===== config.mk =====
export PLATFORM = sky130hd
export DESIGN_NAME = cpu_fsm_table_ctrl_flat
export DESIGN_NICKNAME = d
export VERILOG_FILES = /design/src/rtl/cpu_fsm_table_ctrl_if.sv /design/src/rtl/cpu_fsm_table_ctrl.sv /design/src/flat_wrapper.sv
export SDC_FILE = /design/constraint.sdc
export NUM_CORES = 1
export LEC_CHECK = 0
export BUFFER_PORTS_ARGS = -buffer_cell sky130_fd_sc_hd__clkbuf_2
export CAP_MARGIN = 0
export CORE_ASPECT_RATIO = 0.6
export CORE_MARGIN = 2
export CORE_UTILIZATION = 50
export DETAILED_ROUTE_END_ITERATION = 10
export GPL_TIMING_DRIVEN = 0
export MAX_ROUTING_LAYER = met4
export PLACE_DENSITY = 0.68
export SLEW_MARGIN = 20
export SYNTH_ARGS = -nofsm -noshare
export SYNTH_HDL_FRONTEND = slang
export SYNTH_SLANG_ARGS = --single-unit

===== constraint.sdc =====
create_clock -name clk -period 3.82 [get_ports clk]
set_input_delay 0.764 -clock clk [delete_from_list [all_inputs] [get_ports clk]]
set_output_delay 0.764 -clock clk [all_outputs]
set_load 0.005 [all_outputs]

===== src/rtl/cpu_fsm_table_ctrl_if.sv =====
// CPU register port and overlay FSM symbol/state signals for cpu_fsm_table_ctrl.
// master = CPU/bus-decoder side, slave = the controller.
interface cpu_fsm_table_ctrl_if #(
    parameter int STATE_W = 2,
    parameter int IN_W    = 2,
    parameter int OUT_W   = 4
);
    logic [2:0]         cpu_addr;
    logic [31:0]        cpu_data_in;
    logic               cpu_write_enable;
    logic               cpu_read_enable;
    logic [31:0]        cpu_data_out;
    logic               cpu_rvalid;
    logic [IN_W-1:0]    fsm_in;
    logic               fsm_in_valid;
    logic [STATE_W-1:0] fsm_state;
    logic [OUT_W-1:0]   fsm_out;

    modport master (
        output cpu_addr, cpu_data_in, cpu_write_enable, cpu_read_enable,
        output fsm_in, fsm_in_valid,
        input  cpu_data_out, cpu_rvalid, fsm_state, fsm_out
    );

    modport slave (
        input  cpu_addr, cpu_data_in, cpu_write_enable, cpu_read_enable,
        input  fsm_in, fsm_in_valid,
        output cpu_data_out, cpu_rvalid, fsm_state, fsm_out
    );
endinterface


===== src/rtl/cpu_fsm_table_ctrl.sv =====
// Table-driven overlay FSM with a double-buffered (shadow/active) transition table
// programmed through a word-addressed CPU register map.
module cpu_fsm_table_ctrl #(
    parameter int STATE_W = 2,
    parameter int IN_W    = 2,
    parameter int OUT_W   = 4
) (
    input logic                  clk,
    input logic                  rst_n,
    cpu_fsm_table_ctrl_if.slave  bus
);
    localparam int IDX_W = STATE_W + IN_W;
    localparam int DEPTH = 1 << IDX_W;

    localparam logic [2:0] ADDR_CTRL   = 3'd0;
    localparam logic [2:0] ADDR_STATUS = 3'd1;
    localparam logic [2:0] ADDR_IDX    = 3'd2;
    localparam logic [2:0] ADDR_DATA   = 3'd3;
    localparam logic [2:0] ADDR_TCOUNT = 3'd4;

    logic               r_run;
    logic [7:0]         r_rst_state;
    logic               r_step_pend;
    logic               r_commit_pend;
    logic               r_sreset_pend;
    logic               r_commit_done;
    logic [IDX_W-1:0]   r_idx;
    logic [31:0]        r_tcount;
    logic [STATE_W-1:0] r_state;
    logic [OUT_W-1:0]   r_out;
    logic [31:0]        r_rdata;
    logic               r_rvalid;

    logic [STATE_W-1:0] r_sh_ns   [DEPTH];
    logic [OUT_W-1:0]   r_sh_out  [DEPTH];
    logic [STATE_W-1:0] r_act_ns  [DEPTH];
    logic [OUT_W-1:0]   r_act_out [DEPTH];

    logic               w_wr_ctrl;
    logic               w_wr_idx;
    logic               w_wr_data;
    logic               w_wr_tcount;
    logic               w_take;
    logic [IDX_W-1:0]   w_tidx;
    logic [31:0]        w_rdata;
    logic               w_unused_din;

    assign w_wr_ctrl    = bus.cpu_write_enable && (bus.cpu_addr == ADDR_CTRL);
    assign w_wr_idx     = bus.cpu_write_enable && (bus.cpu_addr == ADDR_IDX);
    assign w_wr_data    = bus.cpu_write_enable && (bus.cpu_addr == ADDR_DATA);
    assign w_wr_tcount  = bus.cpu_write_enable && (bus.cpu_addr == ADDR_TCOUNT);
    assign w_take       = (r_run && bus.fsm_in_valid) || r_step_pend;
    assign w_tidx       = {r_state, bus.fsm_in};
    assign w_unused_din = &{1'b0, bus.cpu_data_in};

    assign bus.cpu_data_out = r_rdata;
    assign bus.cpu_rvalid   = r_rvalid;
    assign bus.fsm_state    = r_state;
    assign bus.fsm_out      = r_out;

    // Read mux sees pre-edge contents, so a simultaneous write returns the old value.
    always_comb begin
        w_rdata = '0;
        case (bus.cpu_addr)
            ADDR_CTRL: begin
                w_rdata[0]    = r_run;
                w_rdata[15:8] = r_rst_state;
            end
            ADDR_STATUS: begin
                w_rdata[STATE_W-1:0] = r_state;
                w_rdata[8]           = r_run;
                w_rdata[9]           = r_commit_done;
            end
            ADDR_IDX:    w_rdata[IDX_W-1:0] = r_idx;
            ADDR_DATA: begin
                w_rdata[STATE_W-1:0] = r_sh_ns[r_idx];
                w_rdata[16 +: OUT_W] = r_sh_out[r_idx];
            end
            ADDR_TCOUNT: w_rdata = r_tcount;
            default:     w_rdata = '0;
        endcase
    end

    always_ff @(posedge clk or negedge rst_n) begin
        if (!rst_n) begin
            r_run         <= 1'b0;
            r_rst_state   <= '0;
            r_step_pend   <= 1'b0;
            r_commit_pend <= 1'b0;
            r_sreset_pend <= 1'b0;
            r_commit_done <= 1'b0;
            r_idx         <= '0;
            r_rdata       <= '0;
            r_rvalid      <= 1'b0;
        end else begin
            r_step_pend   <= 1'b0;
            r_commit_pend <= 1'b0;
            r_sreset_pend <= 1'b0;
            if (w_wr_ctrl) begin
                r_run         <= bus.cpu_data_in[0];
                r_step_pend   <= bus.cpu_data_in[1];
                r_commit_pend <= bus.cpu_data_in[2];
                r_sreset_pend <= bus.cpu_data_in[3];
                r_rst_state   <= bus.cpu_data_in[15:8];
                r_commit_done <= 1'b0;
            end
            // A commit completing on this edge outranks a concurrent CTRL-write clear.
            if (r_commit_pend) begin
                r_commit_done <= 1'b1;
            end
            if (w_wr_idx) begin
                r_idx <= bus.cpu_data_in[IDX_W-1:0];
            end else if (w_wr_data) begin
                r_idx <= r_idx + IDX_W'(1);
            end
            r_rvalid <= bus.cpu_read_enable;
            if (bus.cpu_read_enable) begin
                r_rdata <= w_rdata;
            end
        end
    end

    // Commit copies the whole shadow table to active in a single edge.
    always_ff @(posedge clk or negedge rst_n) begin
        if (!rst_n) begin
            for (int i = 0; i < DEPTH; i++) begin
                r_sh_ns[i]   <= '0;
                r_sh_out[i]  <= '0;
                r_act_ns[i]  <= '0;
                r_act_out[i] <= '0;
            end
        end else begin
            if (w_wr_data) begin
                r_sh_ns[r_idx]  <= bus.cpu_data_in[STATE_W-1:0];
                r_sh_out[r_idx] <= bus.cpu_data_in[16 +: OUT_W];
            end
            if (r_commit_pend) begin
                for (int i = 0; i < DEPTH; i++) begin
                    r_act_ns[i]  <= r_sh_ns[i];
                    r_act_out[i] <= r_sh_out[i];
                end
            end
        end
    end

    always_ff @(posedge clk or negedge rst_n) begin
        if (!rst_n) begin
            r_state  <= '0;
            r_out    <= '0;
            r_tcount <= '0;
        end else begin
            if (r_sreset_pend) begin
                r_state <= r_rst_state[STATE_W-1:0];
                r_out   <= '0;
            end else if (w_take) begin
                r_state <= r_act_ns[w_tidx];
                r_out   <= r_act_out[w_tidx];
            end
            if (w_wr_tcount) begin
                r_tcount <= '0;
            end else if (w_take && !r_sreset_pend) begin
                r_tcount <= r_tcount + 32'd1;
            end
        end
    end
endmodule

===== src/flat_wrapper.sv =====
// flat-port wrapper written by rule: the top's interface ports become plain ports
module cpu_fsm_table_ctrl_flat 
#(
    parameter int STATE_W = 2,
    parameter int IN_W    = 2,
    parameter int OUT_W   = 4
)
  (clk, rst_n, bus_cpu_addr, bus_cpu_data_in, bus_cpu_write_enable, bus_cpu_read_enable, bus_fsm_in, bus_fsm_in_valid, bus_cpu_data_out, bus_cpu_rvalid, bus_fsm_state, bus_fsm_out);
  cpu_fsm_table_ctrl_if #(.STATE_W(STATE_W), .IN_W(IN_W), .OUT_W(OUT_W)) bus_i ();
  input logic clk;
  input logic rst_n;
  input wire logic [$bits(bus_i.cpu_addr)-1:0] bus_cpu_addr;
  input wire logic [$bits(bus_i.cpu_data_in)-1:0] bus_cpu_data_in;
  input wire logic [$bits(bus_i.cpu_write_enable)-1:0] bus_cpu_write_enable;
  input wire logic [$bits(bus_i.cpu_read_enable)-1:0] bus_cpu_read_enable;
  input wire logic [$bits(bus_i.fsm_in)-1:0] bus_fsm_in;
  input wire logic [$bits(bus_i.fsm_in_valid)-1:0] bus_fsm_in_valid;
  output wire logic [$bits(bus_i.cpu_data_out)-1:0] bus_cpu_data_out;
  output wire logic [$bits(bus_i.cpu_rvalid)-1:0] bus_cpu_rvalid;
  output wire logic [$bits(bus_i.fsm_state)-1:0] bus_fsm_state;
  output wire logic [$bits(bus_i.fsm_out)-1:0] bus_fsm_out;
  assign bus_i.cpu_addr = bus_cpu_addr;
  assign bus_i.cpu_data_in = bus_cpu_data_in;
  assign bus_i.cpu_write_enable = bus_cpu_write_enable;
  assign bus_i.cpu_read_enable = bus_cpu_read_enable;
  assign bus_i.fsm_in = bus_fsm_in;
  assign bus_i.fsm_in_valid = bus_fsm_in_valid;
  assign bus_cpu_data_out = bus_i.cpu_data_out;
  assign bus_cpu_rvalid = bus_i.cpu_rvalid;
  assign bus_fsm_state = bus_i.fsm_state;
  assign bus_fsm_out = bus_i.fsm_out;
  cpu_fsm_table_ctrl #(.STATE_W(STATE_W), .IN_W(IN_W), .OUT_W(OUT_W)) u_core (.clk(clk), .rst_n(rst_n), .bus(bus_i));
endmodule

==> results of run 1 <==
area by class of cell:
type | instances | area, um2
Clock buffer | 34 | 752
Multi-Input combinational cell | 545 | 5330
Fill cell | 1979 | 10100
Timing Repair Buffer | 64 | 397
Sequential cell | 280 | 7010
Buffer | 52 | 221
Inverter | 11 | 41.3
Tap cell | 322 | 403
Clock inverter | 14 | 203
cell usage after synthesis (4+ instances only):
cell type and instances:
dfrtp_1 280, mux2_2 210, mux4_2 48, nand2_1 33, clkbuf_1 31, nor2_1 31, mux2i_1 20, o21ai_0 18
a21oi_1 17, nand3_1 17, a22o_1 16, xor2_1 16, inv_1 11, o2bb2ai_1 11, and2_1 10, buf_1 10
nand4_1 10, o22ai_1 10, buf_2 9, or3_1 8, and3_1 6, nor3_1 6, ha_1 5, nor2b_1 5
a211oi_1 4, a222oi_1 4, o21ai_1 4
stage by stage:
stage / setup WS, ps / TNS, ps / power (mW)
after global routing: 230 / 0 / 7.95
after global placement: -4000 / -1109460 / 4.77
after detailed placement: 458 / 0 / 4.81
after floorplan: 1640 / 0 / 4.30
final: 311 / 0 / 7.67
after CTS: 427 / 0 / 7.69
metal layers:
metal / part of all wire / routed length, um
met3: 0.088 / 2930
met2: 0.41 / 13800
met5: 0 / 0
met1: 0.48 / 16200
met4: 0.013 / 419
power by group through the flow:
stage                     Sequential [mW]  Combinational [mW]  Clock [mW]
after detailed placement             3.57                1.25           0
after global routing                 3.56                1.33        3.06
after global placement               3.56                1.21           0
final                                3.53                1.25        2.90
after CTS                            3.52                1.25        2.92
after floorplan                      3.47               0.830           0
path summary, 6_finish.rpt:
kind	startpoint	cells after the start	to	slack [ps]
min	rst_n	1	u_core.r_act_ns[29]	140
min reg2reg	u_core.bus.cpu_data_out[11]	1	u_core.bus.cpu_data_out[11]	490
min in group clk	bus_cpu_data_in[10]	2	u_core.r_rst_state[2]	440
max in group asynchronous	rst_n	3	u_core.r_act_out[29]	2550
max reg2reg	u_core.r_idx[1]	7	u_core.r_sh_out[11]	310
max	u_core.r_idx[1]	7	u_core.r_sh_out[11]	310
state kept, by name, indices dropped and copies added, names as in the netlist:
| signal | flops |
|---|---|
| u_core.r_act_out | 64 |
| u_core.r_sh_out | 64 |
| u_core.bus.cpu_data_out | 32 |
| u_core.r_act_ns | 32 |
| u_core.r_sh_ns | 32 |
| u_core.r_tcount | 32 |
| u_core.r_rst_state | 8 |
| u_core.bus.fsm_out | 4 |
| u_core.r_idx | 4 |
| u_core.bus.fsm_state | 2 |
| u_core.bus.cpu_rvalid | 1 |
| u_core.r_commit_done | 1 |
| u_core.r_commit_pend | 1 |
| u_core.r_run | 1 |
| u_core.r_sreset_pend | 1 |
| u_core.r_step_pend | 1 |
logic make-up after synthesis:
| kind of cell | Yosys count | synth area share |
|---|---|---|
| muxes | 278 | 0.289 |
| AOI/OAI and AO/OA | 101 | 0.0559 |
| buffers and inverters | 63 | 0.0209 |
| and+or+nand+nor | 142 | 0.0593 |
| xor gates and xnor gates | 19 | 0.0132 |
| adders and majority gates | 5 | 0.00497 |
| DFF | 280 | 0.556 |
placed cells by master, fill, tap and decap left out, drive strengths merged, types with 3 or more instances in the layout:
cell / n
inv: 11
nor2b: 5
nand2: 33
xor2: 16
and2: 10
a211oi: 4
nand3: 17
mux2: 210
a21oi: 17
buf: 24
nand4: 11
mux2i: 20
or3: 8
bufinv: 5
a222oi: 4
nor2: 31
o2bb2ai: 11
ha: 5
o21ai: 22
mux4: 48
clkbuf: 126
xnor2: 3
and3: 6
dfrtp: 280
o22ai: 10
nand2b: 3
clkinv: 9
nor3: 6
a22o: 16
==> qor.yml, run 1 <==
synth:
  syn_area_um2: 12600
  ys_seq_area_frac: 0.556
  synth-seq-cells: 280
  synth_top_area_cell: "dfrtp_1"
  ys_top_cells_by_area: "dfrtp_1 56%, mux2_2 19%, mux4_2 8.6%"
  yosysUniqueCellTypes: 54
  synth_top_area_frac: 0.556
  postSynthAreaPerCell_um2: 14.2
  synth_ff_type: "dfrtp_1"
  syn-num-nets: 935
  async_flop_share: 1.00
  yosys_warnings: 0
  synthCells: 888
  synth_edf_count: 0
sta:
  fin_crit_sh: 0.919
  whs_ps: 141
  worst_slew_pin_slew_ps: 1130
  min_period_ps: 3510
  setup_viol: 0
  relSlewSlack: 0.239
  max_freq_ghz: 0.285
  skew_ps: 17.2
  slew_violations: 0
  hold_violations: 0
  rsz0062_at_grt: "no"
drt:
  vias_per_cell: 6.14
  wire_per_inst_um: 25.2
  wl_um: 33300
  drt_iter0_markers: 788
  ant_nets: 0
  drtPass1Iterations: 6
  vias: 8111
  drc: 0
cts:
  cts_buffers: 26
  post-cts-setup-buffers: 0
  htreeDepth: 1
  insertion_delay_ps: 550
  hold_buffers: 0
  ctsRootBufferMaster: "clkbuf_16"
  clockBufferDepth: 3
  cts_tree: "done"
  clk_pin_slew_ps: 70
  cts_resized: 0
  clock-sinks: 280
flow_run:
  maxCapViolCount: 0
finish:
  fin_area_um2: 14400
  layoutNonFillerInstCount: 1322
  final_nets: 1027
  fin_util: 0.587
  synthToLayoutAreaGrowth_pct: 13.9
  drive_above_1_share: 0.386
  antenna_cells: 0
setup_path:
  cp_top_family: "buffers and inverters"
  crit_path_max_incr_delay_ps: 780
  cp.required_ps: 4240
  critPathCaptureType: "register"
  path_buf_inv: 3
  cp-start-kind: "register"
  arrival_ps: 3930
  path_class: "reg2reg"
  cp_slowest_cell: "buf_1"
  crit_chain: "clkbuf_1, buf_1, inv_1, ha_1, and2_1, nand3_1, mux2_2"
  worst-path-max-fanout: 10
grt:
  top_usage_layer: "met1"
  grt_overflow: 0
  use_met1: 0.422
  antenna_found_initial: 0
  grt.total_usage: 0.268
  use_met2: 0.360
  grt_max_degree: 88
  grt_pass1_wl_um: 51300
  grt_pass1_vias: 8071
  met3_usage: 0.0582
placement:
  portBuffers: 61
  dpl.hpwl_um: 23500
  routabilityCongestion: 0.895
  dpl_cell_area_um2: 13400
  placed_cells: 1274
floorplan:
  die_w_um: 209
  fp-row-count: 44
  num_io_pins: 81
  die_area_um2: 26500
  core-area_um2: 24400
  start_util: 0.515
  die_h_um: 127
power_and_ir_drop:
  vdd.ir_drop.worst_mv: 0.340
  p_per_area_nw_per_um2: 535
  p_leak_nw: 6.79
  pwr-share-clk: 0.377
  swShare: 0.270
  intPower_mw: 5.60
  combPwrFrac: 0.163
  power_frac_seq: 0.460
  p_switching_mw: 2.07
outcome:
  status: "finished, final reports clean"
min_path:
  holdCritPathClass: "in2async"
Note: power is estimated with default switching activity, not from simulation.
==> run 2, diff against run 1 <==
--- a/config.mk
+++ b/config.mk
@@ -12,5 +12,4 @@
 export CORE_UTILIZATION = 50
 export DETAILED_ROUTE_END_ITERATION = 10
-export GPL_TIMING_DRIVEN = 0
 export MAX_ROUTING_LAYER = met4
 export PLACE_DENSITY = 0.68
==> constraint.sdc (replaced) <==
create_clock -name clk -period 3.82 [get_ports clk]
set_input_delay 0.764 -clock clk [delete_from_list [all_inputs] [get_ports clk]]
set_output_delay 0.764 -clock clk [all_outputs]
set_load 0.02 [all_outputs]
==> qor.yml, run 2 (synthesized netlist as in run 1, its figures left out) <==
outcome:
  status: "finished, final reports clean"
drt:
  drtPass1Iterations: 6
  wire_per_inst_um: 24.6
  wl_um: 31600
  vias_per_cell: 6.19
  ant_nets: 0
  drt_iter0_markers: 824
  drc: 0
  vias: 7959
power_and_ir_drop:
  p_per_area_nw_per_um2: 517
  p_leak_nw: 6.69
  vdd.ir_drop.worst_mv: 0.288
grt:
  grt_pass1_wl_um: 49800
  grt.total_usage: 0.255
  grt_pass1_vias: 8104
  grt_overflow: 0
  grt_max_degree: 104
  antenna_found_initial: 0
cts:
  clockBufferDepth: 3
  cts_buffers: 25
  cts_resized: 0
  htreeDepth: 1
  hold_buffers: 0
  clk_pin_slew_ps: 70
  clock-sinks: 280
  cts_tree: "done"
  ctsRootBufferMaster: "clkbuf_16"
  post-cts-setup-buffers: 0
  insertion_delay_ps: 540
sta:
  hold_violations: 0
  tns_ps: 0
  skew_ps: 13.0
  max_freq_ghz: 0.396
  setup_viol: 0
  slew_violations: 0
  fin_crit_sh: 0.661
  rsz0062_at_grt: "no"
  min_period_ps: 2520
  timing.final.ws_setup_ps: 1300
  worst_slew_pin_slew_ps: 1060
  relSlewSlack: 0.289
setup_path:
  path_class: "reg2reg"
  worst-path-max-fanout: 20
  cp.required_ps: 4230
  arrival_ps: 2930
  critPathCaptureType: "register"
  cp-start-kind: "register"
floorplan:
  fp-row-count: 44
  num_io_pins: 81
  start_util: 0.515
  die_area_um2: 26500
  core-area_um2: 24400
  die_w_um: 209
  die_h_um: 127
finish:
  synthToLayoutAreaGrowth_pct: 11.9
  reg_top3: "u_core.r_act_out x64, u_core.r_sh_out x64"
  mostFrequentLayoutCells: "278 x dfrtp_1, 210 x mux2_2, 63 x clkbuf_2"
  fin_area_um2: 14100
  final_nets: 993
  drive_above_1_share: 0.405
  fillers: 2007
  antenna_cells: 0
  final_common_cell: "dfrtp_1"
  layoutNonFillerInstCount: 1286
placement:
  dpl.hpwl_um: 21400
  portBuffers: 64
  placed_cells: 1241
  routabilityCongestion: 0.848
  dpl_cell_area_um2: 13300
  post-place-ws_ps: 873
min_path:
  holdCritPathClass: "in2async"
flow_run:
  maxCapViolCount: 0
==> run 2: cell count changes in the layout (fill, tap and decap cells not counted), sizes merged <==
cell      change
clkbuf       -24
bufinv        -5
buf           -4
clkinv        -4
clkinvlp      +1
==> run 2: layout make-up <==
| class | instances | area, um2 | share of cell area |
|---|---|---|---|
| Tap cell | 322 | 403 | 0.0286 |
| Clock inverter | 6 | 36.3 | 0.00257 |
| Sequential cell | 280 | 7010 | 0.497 |
| Inverter | 11 | 41.3 | 0.00293 |
| Timing Repair Buffer | 83 | 510 | 0.0362 |
| Clock buffer | 39 | 768 | 0.0545 |
| Multi-Input combinational cell | 545 | 5330 | 0.378 |
==> run 2: stage by stage <==
stage	utilization	power [mW]	hold slack (ps)
after floorplan	-	4.35	468
after global placement	0.544	4.80	478
after detailed placement	0.544	4.84	475
after CTS	0.577	7.32	305
after global routing	0.577	7.60	324
final	0.577	7.28	266
==> run 2: routing by layer <==
metal,vias to the layer above,GRT usage,part of all wire
met5,-,-,0
met3,40,0.0621,0.081
met4,0,0.0395,0.010
met2,253,0.347,0.42
met1,4232,0.394,0.49
li1,3434,-,-
==> run 2: report_power, final <==
| part | total, mW | leakage (nW) | switching [mW] | internal [mW] |
|---|---|---|---|---|
| combinational | 1.20 | 2.48 | 0.594 | 0.610 |
| clock | 2.50 | 0.399 | 1.12 | 1.38 |
| sequential | 3.58 | 3.81 | 0.307 | 3.27 |
| total | 7.28 | 6.69 | 2.02 | 5.26 |
==> run 2: final timing paths <==
kind / slack, ps / end / from / depth (start not counted)
max: 1300 / u_core.r_sh_ns[31] / u_core.r_idx[0] / 5
min: 270 / u_core.r_sh_out[47] / rst_n / 1
max reg2reg: 1300 / u_core.r_sh_ns[31] / u_core.r_idx[0] / 5
min reg2reg: 490 / u_core.bus.cpu_data_out[15] / u_core.bus.cpu_data_out[15] / 1
max in group asynchronous: 2630 / u_core.r_commit_pend / rst_n / 2
min in group clk: 450 / u_core.r_rst_state[2] / bus_cpu_data_in[10] / 2
==> run 2: critical path, cell delays in order (launching register included) <==
cell,delay (ps)
dfrtp_2,840
inv_1,200
ha_1,250
and2_1,170
nand2_1,510
mux2_2,410
